==> src/rtl/kbd_pkg.sv <==
// kbd_pkg: shared constants, decoder state type and scan-code-set-2 to ASCII
// lookup for the PS/2 keyboard front end.
//   SC_*        : special scan codes (prefixes, modifiers, control keys)
//   dec_state_t : prefix-tracking states of the decoder FSM
//   sc2ascii    : maps a make code to ASCII, 0 when the code is unmapped
package kbd_pkg;

  localparam logic [7:0] SC_EXT    = 8'hE0;
  localparam logic [7:0] SC_BRK    = 8'hF0;
  localparam logic [7:0] SC_LSHIFT = 8'h12;
  localparam logic [7:0] SC_RSHIFT = 8'h59;
  localparam logic [7:0] SC_CAPS   = 8'h58;
  localparam logic [7:0] SC_ENTER  = 8'h5A;
  localparam logic [7:0] SC_BKSP   = 8'h66;

  typedef enum logic [1:0] {
    ST_IDLE,
    ST_EXT,
    ST_BRK,
    ST_EXT_BRK
  } dec_state_t;

  // Letters are looked up lowercase and folded to uppercase afterwards, so
  // 'upper' (Shift XOR Caps) only affects letters while 'shift' alone picks
  // the US shifted glyph for digits and punctuation.
  function automatic logic [7:0] sc2ascii(input logic [7:0] code,
                                          input logic       upper,
                                          input logic       shift);
    logic [7:0] ch;
    logic       is_letter;
    ch        = 8'h00;
    is_letter = 1'b0;
    case (code)
      8'h1C: begin ch = 8'h61; is_letter = 1'b1; end
      8'h32: begin ch = 8'h62; is_letter = 1'b1; end
      8'h21: begin ch = 8'h63; is_letter = 1'b1; end
      8'h23: begin ch = 8'h64; is_letter = 1'b1; end
      8'h24: begin ch = 8'h65; is_letter = 1'b1; end
      8'h2B: begin ch = 8'h66; is_letter = 1'b1; end
      8'h34: begin ch = 8'h67; is_letter = 1'b1; end
      8'h33: begin ch = 8'h68; is_letter = 1'b1; end
      8'h43: begin ch = 8'h69; is_letter = 1'b1; end
      8'h3B: begin ch = 8'h6A; is_letter = 1'b1; end
      8'h42: begin ch = 8'h6B; is_letter = 1'b1; end
      8'h4B: begin ch = 8'h6C; is_letter = 1'b1; end
      8'h3A: begin ch = 8'h6D; is_letter = 1'b1; end
      8'h31: begin ch = 8'h6E; is_letter = 1'b1; end
      8'h44: begin ch = 8'h6F; is_letter = 1'b1; end
      8'h4D: begin ch = 8'h70; is_letter = 1'b1; end
      8'h15: begin ch = 8'h71; is_letter = 1'b1; end
      8'h2D: begin ch = 8'h72; is_letter = 1'b1; end
      8'h1B: begin ch = 8'h73; is_letter = 1'b1; end
      8'h2C: begin ch = 8'h74; is_letter = 1'b1; end
      8'h3C: begin ch = 8'h75; is_letter = 1'b1; end
      8'h2A: begin ch = 8'h76; is_letter = 1'b1; end
      8'h1D: begin ch = 8'h77; is_letter = 1'b1; end
      8'h22: begin ch = 8'h78; is_letter = 1'b1; end
      8'h35: begin ch = 8'h79; is_letter = 1'b1; end
      8'h1A: begin ch = 8'h7A; is_letter = 1'b1; end
      8'h45: ch = shift ? 8'h29 : 8'h30;
      8'h16: ch = shift ? 8'h21 : 8'h31;
      8'h1E: ch = shift ? 8'h40 : 8'h32;
      8'h26: ch = shift ? 8'h23 : 8'h33;
      8'h25: ch = shift ? 8'h24 : 8'h34;
      8'h2E: ch = shift ? 8'h25 : 8'h35;
      8'h36: ch = shift ? 8'h5E : 8'h36;
      8'h3D: ch = shift ? 8'h26 : 8'h37;
      8'h3E: ch = shift ? 8'h2A : 8'h38;
      8'h46: ch = shift ? 8'h28 : 8'h39;
      8'h0E: ch = shift ? 8'h7E : 8'h60;
      8'h4E: ch = shift ? 8'h5F : 8'h2D;
      8'h55: ch = shift ? 8'h2B : 8'h3D;
      8'h54: ch = shift ? 8'h7B : 8'h5B;
      8'h5B: ch = shift ? 8'h7D : 8'h5D;
      8'h5D: ch = shift ? 8'h7C : 8'h5C;
      8'h4C: ch = shift ? 8'h3A : 8'h3B;
      8'h52: ch = shift ? 8'h22 : 8'h27;
      8'h41: ch = shift ? 8'h3C : 8'h2C;
      8'h49: ch = shift ? 8'h3E : 8'h2E;
      8'h4A: ch = shift ? 8'h3F : 8'h2F;
      SC_ENTER: ch = 8'h0D;
      SC_BKSP:  ch = 8'h08;
      8'h29:    ch = 8'h20;
      default:  ch = 8'h00;
    endcase
    if (is_letter && upper) begin
      ch = ch - 8'h20;
    end
    return ch;
  endfunction

endpackage

==> src/rtl/ps2_rx.sv <==
// ps2_rx: PS/2 frame receiver.
//   clk, clrn          : system clock, async active-low reset
//   ps2_clk, ps2_data  : raw asynchronous PS/2 pins
//   rx_byte            : last good data byte
//   rx_valid           : one-cycle pulse, rx_byte holds a new good byte
//   rx_err             : one-cycle pulse, frame dropped (parity/start/stop)
module ps2_rx #(
  parameter int TIMEOUT_CYC = 50000
) (
  input  logic       clk,
  input  logic       clrn,
  input  logic       ps2_clk,
  input  logic       ps2_data,
  output logic [7:0] rx_byte,
  output logic       rx_valid,
  output logic       rx_err
);

  localparam int TW = $clog2(TIMEOUT_CYC + 1);
  localparam logic [TW-1:0] TIMEOUT_VAL = TW'(TIMEOUT_CYC);

  logic [2:0]    clk_sync;
  logic [2:0]    data_sync;
  logic [9:0]    shift_reg;
  logic [3:0]    bit_cnt;
  logic [TW-1:0] idle_cnt;
  logic          fall;
  logic [10:0]   frame;
  logic          frame_ok;

  // The PS/2 clock falls once the low level has reached the middle stage
  // while the last stage still holds the old high level.
  assign fall = clk_sync[2] & ~clk_sync[1];

  // Bits arrive LSB first, so each new bit enters at the top; on the 11th
  // bit this is the complete frame with the start bit at index 0.
  assign frame    = {data_sync[2], shift_reg};
  assign frame_ok = ~frame[0] & frame[10] & (^frame[9:1]);

  // Synchronisers, frame shifter, bit counter and the idle timeout that
  // throws away a partial frame if the keyboard stops clocking.
  always_ff @(posedge clk or negedge clrn) begin
    if (!clrn) begin
      clk_sync  <= '1;
      data_sync <= '1;
      shift_reg <= '0;
      bit_cnt   <= '0;
      idle_cnt  <= '0;
      rx_byte   <= '0;
      rx_valid  <= 1'b0;
      rx_err    <= 1'b0;
    end else begin
      clk_sync  <= {clk_sync[1:0], ps2_clk};
      data_sync <= {data_sync[1:0], ps2_data};
      rx_valid  <= 1'b0;
      rx_err    <= 1'b0;
      if (fall) begin
        idle_cnt <= '0;
        if (bit_cnt == 4'd10) begin
          bit_cnt <= '0;
          if (frame_ok) begin
            rx_byte  <= frame[8:1];
            rx_valid <= 1'b1;
          end else begin
            rx_err <= 1'b1;
          end
        end else begin
          shift_reg <= frame[10:1];
          bit_cnt   <= bit_cnt + 4'd1;
        end
      end else if (idle_cnt != TIMEOUT_VAL) begin
        idle_cnt <= idle_cnt + TW'(1);
      end else if (bit_cnt != 4'd0) begin
        bit_cnt <= '0;
      end
    end
  end

endmodule

==> src/rtl/kbd_ascii_src.sv <==
// kbd_ascii_src: PS/2 keyboard to level-held ASCII source.
//   clk, clrn          : 50 MHz system clock, async active-low reset
//   ps2_clk, ps2_data  : raw PS/2 pins
//   ascii              : ASCII of the most recently pressed held key, 0 if none
//   scan_code          : last accepted mapped make code (no E0 prefix)
//   key_down           : a mapped key is held
//   shift_on, caps_on  : Shift held / Caps Lock toggle state
//   parity_err         : one-cycle pulse per dropped bad frame
//   overflow           : sticky, a code was lost because the FIFO was full
module kbd_ascii_src
  import kbd_pkg::*;
#(
  parameter int FIFO_DEPTH  = 8,
  parameter int TIMEOUT_CYC = 50000
) (
  input  logic       clk,
  input  logic       clrn,
  input  logic       ps2_clk,
  input  logic       ps2_data,
  output logic [7:0] ascii,
  output logic [7:0] scan_code,
  output logic       key_down,
  output logic       shift_on,
  output logic       caps_on,
  output logic       parity_err,
  output logic       overflow
);

  localparam int AW = $clog2(FIFO_DEPTH);
  localparam logic [AW:0] DEPTH_VAL = (AW+1)'(FIFO_DEPTH);

  logic [7:0]    rx_byte;
  logic          rx_valid;
  logic [7:0]    fifo_mem [FIFO_DEPTH];
  logic [AW-1:0] wr_ptr;
  logic [AW-1:0] rd_ptr;
  logic [AW:0]   fifo_cnt;
  logic          fifo_full;
  logic          pop_en;
  logic          push_ok;
  logic [7:0]    rd_byte;
  logic [7:0]    map_code;
  dec_state_t    state;
  logic          lshift_held;
  logic          rshift_held;
  logic          caps_held;

  ps2_rx #(.TIMEOUT_CYC(TIMEOUT_CYC)) u_rx (
    .clk      (clk),
    .clrn     (clrn),
    .ps2_clk  (ps2_clk),
    .ps2_data (ps2_data),
    .rx_byte  (rx_byte),
    .rx_valid (rx_valid),
    .rx_err   (parity_err)
  );

  // The decoder drains one byte per cycle; fullness is judged after that
  // pop so a push arriving alongside a pop into a full FIFO still lands.
  assign pop_en    = (fifo_cnt != '0);
  assign fifo_full = (fifo_cnt == DEPTH_VAL);
  assign push_ok   = rx_valid & (~fifo_full | pop_en);
  assign rd_byte   = fifo_mem[rd_ptr];
  assign map_code  = sc2ascii(rd_byte, shift_on ^ caps_on, shift_on);

  always_ff @(posedge clk) begin
    if (push_ok) begin
      fifo_mem[wr_ptr] <= rx_byte;
    end
  end

  always_ff @(posedge clk or negedge clrn) begin
    if (!clrn) begin
      wr_ptr   <= '0;
      rd_ptr   <= '0;
      fifo_cnt <= '0;
      overflow <= 1'b0;
    end else begin
      if (push_ok) begin
        wr_ptr <= wr_ptr + AW'(1);
      end
      if (pop_en) begin
        rd_ptr <= rd_ptr + AW'(1);
      end
      case ({push_ok, pop_en})
        2'b10:   fifo_cnt <= fifo_cnt + (AW+1)'(1);
        2'b01:   fifo_cnt <= fifo_cnt - (AW+1)'(1);
        default: fifo_cnt <= fifo_cnt;
      endcase
      if (rx_valid && !push_ok) begin
        overflow <= 1'b1;
      end
    end
  end

  // Decoder: prefix state machine plus key tracking. Shift keys are tracked
  // individually so releasing one keeps Shift active while the other is
  // held; caps_held blocks typematic repeats of Caps Lock from re-toggling.
  // Only a break of the key that currently owns ascii clears it.
  always_ff @(posedge clk or negedge clrn) begin
    if (!clrn) begin
      state       <= ST_IDLE;
      ascii       <= '0;
      scan_code   <= '0;
      key_down    <= 1'b0;
      shift_on    <= 1'b0;
      caps_on     <= 1'b0;
      lshift_held <= 1'b0;
      rshift_held <= 1'b0;
      caps_held   <= 1'b0;
    end else if (pop_en) begin
      case (state)
        ST_IDLE: begin
          if (rd_byte == SC_EXT) begin
            state <= ST_EXT;
          end else if (rd_byte == SC_BRK) begin
            state <= ST_BRK;
          end else begin
            if (rd_byte == SC_LSHIFT) begin
              lshift_held <= 1'b1;
              shift_on    <= 1'b1;
            end
            if (rd_byte == SC_RSHIFT) begin
              rshift_held <= 1'b1;
              shift_on    <= 1'b1;
            end
            if (rd_byte == SC_CAPS) begin
              caps_held <= 1'b1;
              if (!caps_held) begin
                caps_on <= ~caps_on;
              end
            end
            if (map_code != 8'h00) begin
              ascii     <= map_code;
              scan_code <= rd_byte;
              key_down  <= 1'b1;
            end
          end
        end
        ST_EXT: begin
          state <= (rd_byte == SC_BRK) ? ST_EXT_BRK : ST_IDLE;
        end
        ST_BRK: begin
          state <= ST_IDLE;
          if (rd_byte == SC_LSHIFT) begin
            lshift_held <= 1'b0;
            shift_on    <= rshift_held;
          end
          if (rd_byte == SC_RSHIFT) begin
            rshift_held <= 1'b0;
            shift_on    <= lshift_held;
          end
          if (rd_byte == SC_CAPS) begin
            caps_held <= 1'b0;
          end
          if (rd_byte == scan_code) begin
            ascii    <= '0;
            key_down <= 1'b0;
          end
        end
        ST_EXT_BRK: begin
          state <= ST_IDLE;
        end
        default: begin
          state <= ST_IDLE;
        end
      endcase
    end
  end

endmodule

==> config.mk <==
export PLATFORM = sky130hd
export DESIGN_NAME = kbd_ascii_src
export DESIGN_NICKNAME = d
export VERILOG_FILES = /design/src/rtl/kbd_pkg.sv /design/src/rtl/ps2_rx.sv /design/src/rtl/kbd_ascii_src.sv
export SDC_FILE = /design/constraint.sdc
export NUM_CORES = 1
export LEC_CHECK = 0
export CAP_MARGIN = 20
export CORE_ASPECT_RATIO = 1.75
export CORE_UTILIZATION = 60
export CTS_BUF_LIST = sky130_fd_sc_hd__clkbuf_8
export CTS_CLUSTER_SIZE = 12
export DETAILED_ROUTE_END_ITERATION = 16
export PLACE_DENSITY = 0.87
export SYNTH_ARGS = -nofsm -noshare
export SYNTH_HDL_FRONTEND = slang
export SYNTH_SLANG_ARGS = --single-unit
==> constraint.sdc <==
create_clock -name clk -period 3.9 [get_ports clk]
set_clock_uncertainty 0.1 [all_clocks]
set_input_delay 0.39 -clock clk [delete_from_list [all_inputs] [get_ports clk]]
set_output_delay 0.39 -clock clk [all_outputs]
set_load 0.01 [all_outputs]
# Word level (Yosys, flattened, before mapping)
# Memories as Yosys holds them, arrays and structs flattened.
# Index checks and enable logic that the tools add are counted.
# classes
n_reduce_logical	25
eq_ne	78
n_bitwise	14
n_mux	74
add_sub_neg	7
# op_table
op	n
case mux 7 bit (50 select lines)	1
equality test 8 x 6 -> 1 bit, second input constant	23
equality test 8 x 7 -> 1 bit, second input constant	21
two-way mux 5 bit	13
equality test 8 x 5 -> 1 bit, second input constant	8
two-way mux 8 bit	5
AND reduction 6 bit	6
two-way mux 16 bit	2
two-way mux 1 bit	31
OR reduction 26 bit	1
two-way mux 7 bit	3
inequality test 2 bit, second input constant	10
two-way mux 6 bit	3
adder 16 x 1 -> 16 bit, second input constant	1
equality test 8 bit, second input constant	2
two-way mux 4 bit	4
inequality test 16 bit, second input constant	1
case mux 8 bit (2 select lines)	1
case mux 1 bit (2 select lines)	5
inequality test 3 bit, second input constant	3
parity 9 bit	1
adder 4 x 1 -> 4 bit, second input constant	2
equality test 4 bit, second input constant	2
equality test 8 x 4 -> 1 bit, second input constant	1
25 further kinds	48
# word_totals
ramBits	64
regBits	81
n_memories	1
in_bits	4
# mem_list
name	words	word_bits	rd	rd_clocked_by_memory_dff	write_ports	line_no	rtl
fifo_mem	8	8	1	0	1	kbd_ascii_src.sv:34	logic [7:0] fifo_mem [FIFO_DEPTH];

# Logic depth before layout (Yosys ltp)
# Gate-level depths: netlist (run 1).
# An unclocked memory read counts as a cell.
# logic_depth
ltp_word	11
ltp_mapped	14

# By module
# From an unflattened synthesis (run 1), not the netlist that was laid out.
# hier_totals
cells_unflattened	608
area_unflattened_um2	7498.4
# by_module_without_submodules
mod	n_inst	cells_each	area_each_um2	seq_area_each_um2
kbd_ascii_src	1	440	5398.9	2797.7
ps2_rx	1	168	2099.5	1158.6

# Worst setup path after synthesis (run 1)
# Ideal clock, no wire load.
# synth_path
path_kind	register to register
start	reg rd_ptr[0]
end	reg ascii[6]
period_less_slack_ns	3.418
setup_time_ns	0.064
path_slack_ns	0.482
path_stages_with_launch	15
t_arrival_ns	3.254
cell_sequence	dfrtp_1 -> buf_6 -> buf_12 -> mux4_2 -> mux2_4 -> buf_6 -> nand4_2 -> a21oi_2 -> nor3_4 -> nand4_2 -> nor3b_4 -> and3_1 -> ha_1 -> a311oi_1 -> mux2_4
# synth_between
elab_chain_cells	10
elab_cells_between_ends	70
cone_classes	add/sub: 1; eq/ne: 57; mux: 7; reduce/logical: 4; memory: 1
# synth_lines
element	line_no	rtl
from (decl)	kbd_ascii_src.sv:36	logic [AW-1:0] rd_ptr;
from (signal assigned)	kbd_ascii_src.sv:83	rd_ptr <= rd_ptr + AW'(1);
memory read (8 x 8 bit) (*)	--	
branches (longest 9 deep; another with subtractor 8 x 6 -> 8 bit)	--	
to (signal assigned)	kbd_ascii_src.sv:134	ascii <= map_code;
to (decl)	kbd_ascii_src.sv:20	output logic [7:0] ascii,
# Every way passes the cells marked *. The select of a mux whose other input is x is not followed.
# A chain may end at the register's enable or synchronous reset.

# Final worst setup path (run 1)
# Same ends and word-level chain as after synthesis.

==> results.py, run 1 <==
metrics = {
    "critical_path": {
        "end_kind": "register",
        "rrSetupSlack_ns": 0.08,
        "rr_worst_depth": 13,
        "critPathLaunchType": "register",
        "critPathMaxFanout": 9,
        "required_ns": 4.19,
        "cp_data_arrival_time_ns": 4.11,
        "critPathKind": "reg -> reg",
    },
    "yosys": {
        "seq_area_frac_synth": 0.533,
        "yosys_warnings": 0,
        "ys_types": 74,
        "synth_top_area_frac": 0.259,
        "synth_area_leaders": "edfxtp_1 (26%), dfrtp_1 (25%), nand2_1 (5.0%)",
        "synthesis.nets": 663,
        "syn_inst": 647,
        "ys_ff_latch": 145,
        "synth_top_area_cell": "edfxtp_1",
        "synth_edf_count": 64,
        "syn_area_mm2": 0.00743,
        "syn_avg_cell_area_um2": 11.5,
        "synthFlopType": "dfrtp_1",
        "synthArstFlopShare": 0.559,
    },
    "sta": {
        "relSlewSlack": 0.367,
        "fmax_ghz": 0.262,
        "slew_violations": 0,
        "finalSetupViolations": 0,
        "worst_slew_pin_slew_ns": 0.946,
        "period_needed_ns": 3.82,
        "hold_violations": 0,
        "fin_crit_sh": 0.979,
        "hold-worst-slack_ns": 0.254,
    },
    "route": {
        "wirelength_um": 20800,
        "avgRoutedWirePerCell_um": 23.2,
        "drtAntennaViolNets": 0,
        "drc": 0,
        "drtPass1Iterations": 6,
        "via_count": 5661,
        "viasPerCell": 6.31,
        "initialDrtViolationCount": 431,
    },
    "min_path": {
        "hp-class": "in -> reg",
        "hold_depth": 1,
    },
    "layout": {
        "drive_above_1_share": 0.212,
        "final_common_cell": "nand2_1",
        "finalNonFillerCells": 897,
        "final_util": 0.716,
        "area.growth.synth_to_final_pct": 15.8,
        "antennaDiodeCount": 0,
        "layout_common_cells": "nand2_1 (99), dfrtp_1 (75), edfxtp_1 (64)",
        "final_area_mm2": 0.00860,
        "nets": 735,
        "largest_reg_flops": 64,
    },
    "grt": {
        "grt_usage": 0.352,
        "antenna_found_initial": 0,
        "grt_max_degree": 59,
        "grt_pass1_vias": 5851,
        "grt_overflow": 0,
        "grt_pass1_wl_um": 32500,
    },
    "floorplan": {
        "initial_core_util": 0.619,
        "ios": 25,
        "die_h_um": 149,
        "die_area_mm2": 0.0128,
        "core.rowCount": 53,
        "die_width_um": 86.1,
        "core_area_mm2": 0.0120,
    },
    "place": {
        "io_buffer_count": 24,
        "hpwl_um": 14800,
        "place_inst": 863,
        "place_area_mm2": 0.00816,
        "globalplace.congestion": 1.02,
    },
    "clock_network": {
        "cts.sink_count": 145,
        "ctsHtreeMaxLevel": 4,
        "ctsRootBufferMaster": "clkbuf_8",
        "insertion_delay_ns": 0.45,
        "cts_buffers": 17,
        "path_clk_slew_ns": 0.09,
        "clk_path_buf_depth": 2,
        "cts_tree": "built",
    },
    "pwr": {
        "ir_drop_mv": 0.498,
        "power_per_cell_area_mw_per_mm2": 598,
        "power_mw": 5.14,
        "p_int_mw": 3.19,
        "pwr-share-comb": 0.392,
        "leakagePower_nw": 3.34,
        "power_switching_mw": 1.95,
        "clkPwrFrac": 0.233,
        "switching_share": 0.379,
        "power_frac_seq": 0.375,
    },
    "flow_run": {
        "cap_violations": 0,
    },
    "run_status": {
        "status": "complete, no violations",
    },
}
[critical path, cell delays in order, from the launching register on]
cell,delay (ns)
dfrtp_1,0.42
buf_4,0.20
mux4_2,0.54
mux2i_4,0.33
nand2_1,0.38
nor3_1,0.26
buf_4,0.19
o21ai_0,0.13
o211ai_2,0.19
nor3b_4,0.10
and3_1,0.23
ha_1,0.28
a311oi_1,0.23
mux2_4,0.19
[cell families after synthesis]
kind of cell	after synthesis	synth area share
compound gates	104	0.0928
fa+ha+maj	12	0.0212
xor+xnor	38	0.0448
flops	145	0.533
buf+inv	42	0.0300
mux	47	0.103
simple gates	259	0.175
[final cells by class]
class                      count  area, um2
inverter                      15       56.3
fill                         829       3400
sequential                   145       3960
multi-input combinational    460       3270
timing repair buffer          80        711
tap                          165        206
clock buffer                  17        234
clock inverter                15        164
[cell usage after synthesis (4+ instances only)]
| master | count |
|---|---|
| a21oi_1 | 28 |
| a31oi_1 | 4 |
| buf_2 | 12 |
| buf_6 | 4 |
| clkbuf_1 | 8 |
| dfrtp_1 | 75 |
| dfstp_2 | 6 |
| edfxtp_1 | 64 |
| ha_1 | 11 |
| inv_1 | 14 |
| mux2_2 | 11 |
| mux2_4 | 5 |
| mux2i_1 | 6 |
| mux4_2 | 15 |
| nand2_1 | 99 |
| nand2b_1 | 4 |
| nand3_1 | 13 |
| nand4_1 | 18 |
| nand4_2 | 5 |
| nor2_1 | 62 |
| nor2b_1 | 4 |
| nor3_1 | 17 |
| nor4_1 | 10 |
| o21ai_0 | 31 |
| o22ai_1 | 8 |
| or3_1 | 5 |
| xnor2_1 | 22 |
| xor2_1 | 16 |
[metrics by stage]
step / TNS (ns) / setup WS [ns]
final: 0 / 0.0803
after global routing: -0.0185 / -0.0185
after CTS: 0 / 0.0380
after detailed placement: -0.00560 / -0.00560
after global placement: 0 / 0.0855
after floorplan: 0 / 0.482
[path summary, 6_finish.rpt]
check,startpoint,to
worst max register to register,rd_ptr[0],ascii[6]
max in group asynchronous,clrn,u_rx.clk_sync[2]
min in group asynchronous,clrn,ascii[4]
worst min register to register,u_rx.data_sync[0],u_rx.data_sync[1]
worst max-delay path,rd_ptr[0],ascii[6]
worst min-delay path,ps2_data,u_rx.data_sync[0]
[layer usage]
layer / global-route usage / wire length [um] / share of wire
met1: 0.358 / 6930 / 0.33
met2: 0.643 / 11500 / 0.55
met3: 0.0675 / 1100 / 0.053
met4: 0.229 / 1280 / 0.061
met5: 0 / 0 / 0
[power groups by stage]
stage | Clock, mW | Combinational [mW] | Sequential [mW]
after floorplan | 0 | 1.32 | 1.92
after global placement | 0 | 1.92 | 1.94
after detailed placement | 0 | 1.96 | 1.96
after CTS | 1.21 | 1.96 | 1.93
after global routing | 1.27 | 2.15 | 1.95
final | 1.20 | 2.02 | 1.93
[timing repair]
item	4_1_cts	5_1_grt
buffers inserted	0	1
hold endpoints to repair	53	0
endpoints found under the setup margin	1	14
resized for setup	1	7
hold buffers	1	0
pin swaps	0	2
No activity file was read; power rests on OpenSTA's default activity.
==> inputs of run 2 (changes only) <==
--- a/config.mk
+++ b/config.mk
@@ -7,11 +7,13 @@
 export LEC_CHECK = 0
 export CAP_MARGIN = 20
 export CORE_ASPECT_RATIO = 1.75
-export CORE_UTILIZATION = 60
+export CORE_UTILIZATION = 40
 export CTS_BUF_LIST = sky130_fd_sc_hd__clkbuf_8
 export CTS_CLUSTER_SIZE = 12
 export DETAILED_ROUTE_END_ITERATION = 16
-export PLACE_DENSITY = 0.87
+export DONT_BUFFER_PORTS = 1
+export MAX_ROUTING_LAYER = met4
+export PLACE_DENSITY = 0.63
 export SYNTH_ARGS = -nofsm -noshare
 export SYNTH_HDL_FRONTEND = slang
 export SYNTH_SLANG_ARGS = --single-unit
==> run 2 against run 1 <==
Net effect:
- combinational power down 13%
- fmax is 0.76% lower
- die area increased by 49%
- utilization decreased by 25 points
- clock power is 7% lower
- sequential cell count stayed put
- cell area decreased by 1.6%
- worst hold slack better by 0.0085 ns
==> results.py, run 2 (same netlist as run 1, synthesis figures left out) <==
metrics = {
    "critical_path": {
        "end_kind": "register",
        "cpPeakStageDelay_ns": 0.87,
        "path_depth": 10,
        "crit_start": "rd_ptr[0]",
        "cp_data_arrival_time_ns": 4.08,
        "rr_worst_depth": 10,
        "critPathTopFamily": "compound AO/OA/AOI/OAI gates",
        "cpMostUsedCell": "buf_12",
        "worstPathCellList": "buf_12 > mux4_1 > mux2_2 > nand4_1 > buf_12 > nor2_1 > a2111oi_0 > o211ai_1 > o31a_1 > mux2_4",
        "critPathLaunchType": "register",
        "critPathMaxFanout": 18,
        "critPathKind": "reg -> reg",
        "required_ns": 4.13,
        "critPathSlowestCell": "a2111oi_0",
        "r2r-start": "rd_ptr[0]",
        "cp.buffers_inverters": 2,
    },
    "min_path": {
        "hold_start": "u_rx.data_sync[0]",
        "hold_depth": 0,
        "hp-class": "reg -> reg",
    },
    "sta": {
        "finalSetupViolations": 0,
        "worst_slew_pin_slew_ns": 0.986,
        "hold_violations": 0,
        "fin_setup_tns_ns": 0,
        "fin_crit_sh": 0.987,
        "slew_violations": 0,
        "period_needed_ns": 3.85,
        "hold-worst-slack_ns": 0.262,
        "relSlewSlack": 0.326,
        "rsz0062_at_grt": "false",
        "fmax_ghz": 0.260,
        "timing.final.ws_setup_ns": 0.0512,
    },
    "route": {
        "viasPerCell": 5.57,
        "initialDrtViolationCount": 200,
        "drtPass1Iterations": 4,
        "via_count": 5266,
        "wirelength_um": 19100,
        "drc": 0,
        "avgRoutedWirePerCell_um": 20.2,
        "drtAntennaViolNets": 0,
    },
    "clock_network": {
        "cts_tree": "built",
        "ctsHtreeMaxLevel": 4,
        "cts.sink_count": 145,
        "cts_buffers": 17,
        "path_clk_slew_ns": 0.09,
        "insertion_delay_ns": 0.44,
        "clk_path_buf_depth": 2,
        "ctsRootBufferMaster": "clkbuf_8",
    },
    "floorplan": {
        "core.rowCount": 65,
        "ios": 25,
        "core_area_mm2": 0.0181,
        "die_h_um": 182,
        "die_area_mm2": 0.0191,
        "initial_core_util": 0.409,
        "die_width_um": 105,
    },
    "layout": {
        "area.growth.synth_to_final_pct": 14.0,
        "final_util": 0.467,
        "multiInputGateArea_mm2": 0.00327,
        "layout_common_cells": "nand2_1 (99), dfrtp_1 (75), edfxtp_1 (64)",
        "antennaDiodeCount": 0,
        "regArea_mm2": 0.00396,
        "final_common_cell": "nand2_1",
        "fill_cells": 1618,
        "drive_above_1_share": 0.214,
        "largest_reg_flops": 64,
        "nets": 714,
    },
    "place": {
        "globalplace.congestion": 0.948,
        "hpwl_um": 14200,
        "io_buffer_count": 0,
        "dp_slack_ns": 0.0214,
    },
    "grt": {
        "grt_max_degree": 82,
        "grt_pass1_wl_um": 30600,
        "grt_overflow": 0,
        "grt_usage": 0.220,
        "antenna_found_initial": 0,
        "grt_pass1_vias": 5676,
    },
    "run_status": {
        "status": "complete, no violations",
    },
    "pwr": {
        "power_per_cell_area_mw_per_mm2": 572,
        "leakagePower_nw": 3.26,
        "ir_drop_mv": 0.281,
    },
    "flow_run": {
        "cap_violations": 0,
    },
}
-- run 2: layout make-up --
class                   instances  share of cell area
clock inverters                15              0.0172
inverters                      15             0.00665
clock buffers                  17              0.0277
repair buffers                 59              0.0600
well taps                     234              0.0346
multi-input cells             460               0.386
flip-flops and latches        145               0.468
-- run 2: path summary, 6_finish.rpt --
kind                       slack [ns]                 to
setup / recovery                 0.05           ascii[0]
hold / removal                   0.26  u_rx.data_sync[1]
setup reg to reg                 0.05           ascii[0]
hold reg to reg                  0.26  u_rx.data_sync[1]
max in group asynchronous        2.92   u_rx.clk_sync[1]
min in group asynchronous        0.40       scan_code[3]
-- run 2: metrics by stage --
stage               cell area [um2]  power (mW)  cells
detailed placement             8000        3.70    908
floorplan                      7430        3.24    647
finish                         8460        4.84    945
global placement               8000        3.68    908
global route                   8460        5.12    945
CTS                            8430        4.87    944
-- run 2: metal layers --
layer / vias up / routed length (um) / track usage
li1: 2479 / - / -
met1: 2584 / 6460 / 0.197
met2: 131 / 10900 / 0.411
met3: 72 / 505 / 0.0425
met4: 0 / 1220 / 0.145
met5: - / 0 / -
-- run 2: what timing repair did --
| item | in CTS | in global routing |
|---|---|---|
| endpoints found under the hold margin | 83 | 0 |
| hold buffers | 4 | 0 |
| setup buffers | 0 | 1 |
| resized for setup | 0 | 6 |
| endpoints found under the setup margin | 0 | 16 |
-- run 2: where the power goes --
part	switching, mW	total, mW	internal, mW	leakage (nW)
combinational	1.02	1.75	0.736	1.48
sequential	0.224	1.97	1.75	1.59
clock	0.648	1.12	0.469	0.187
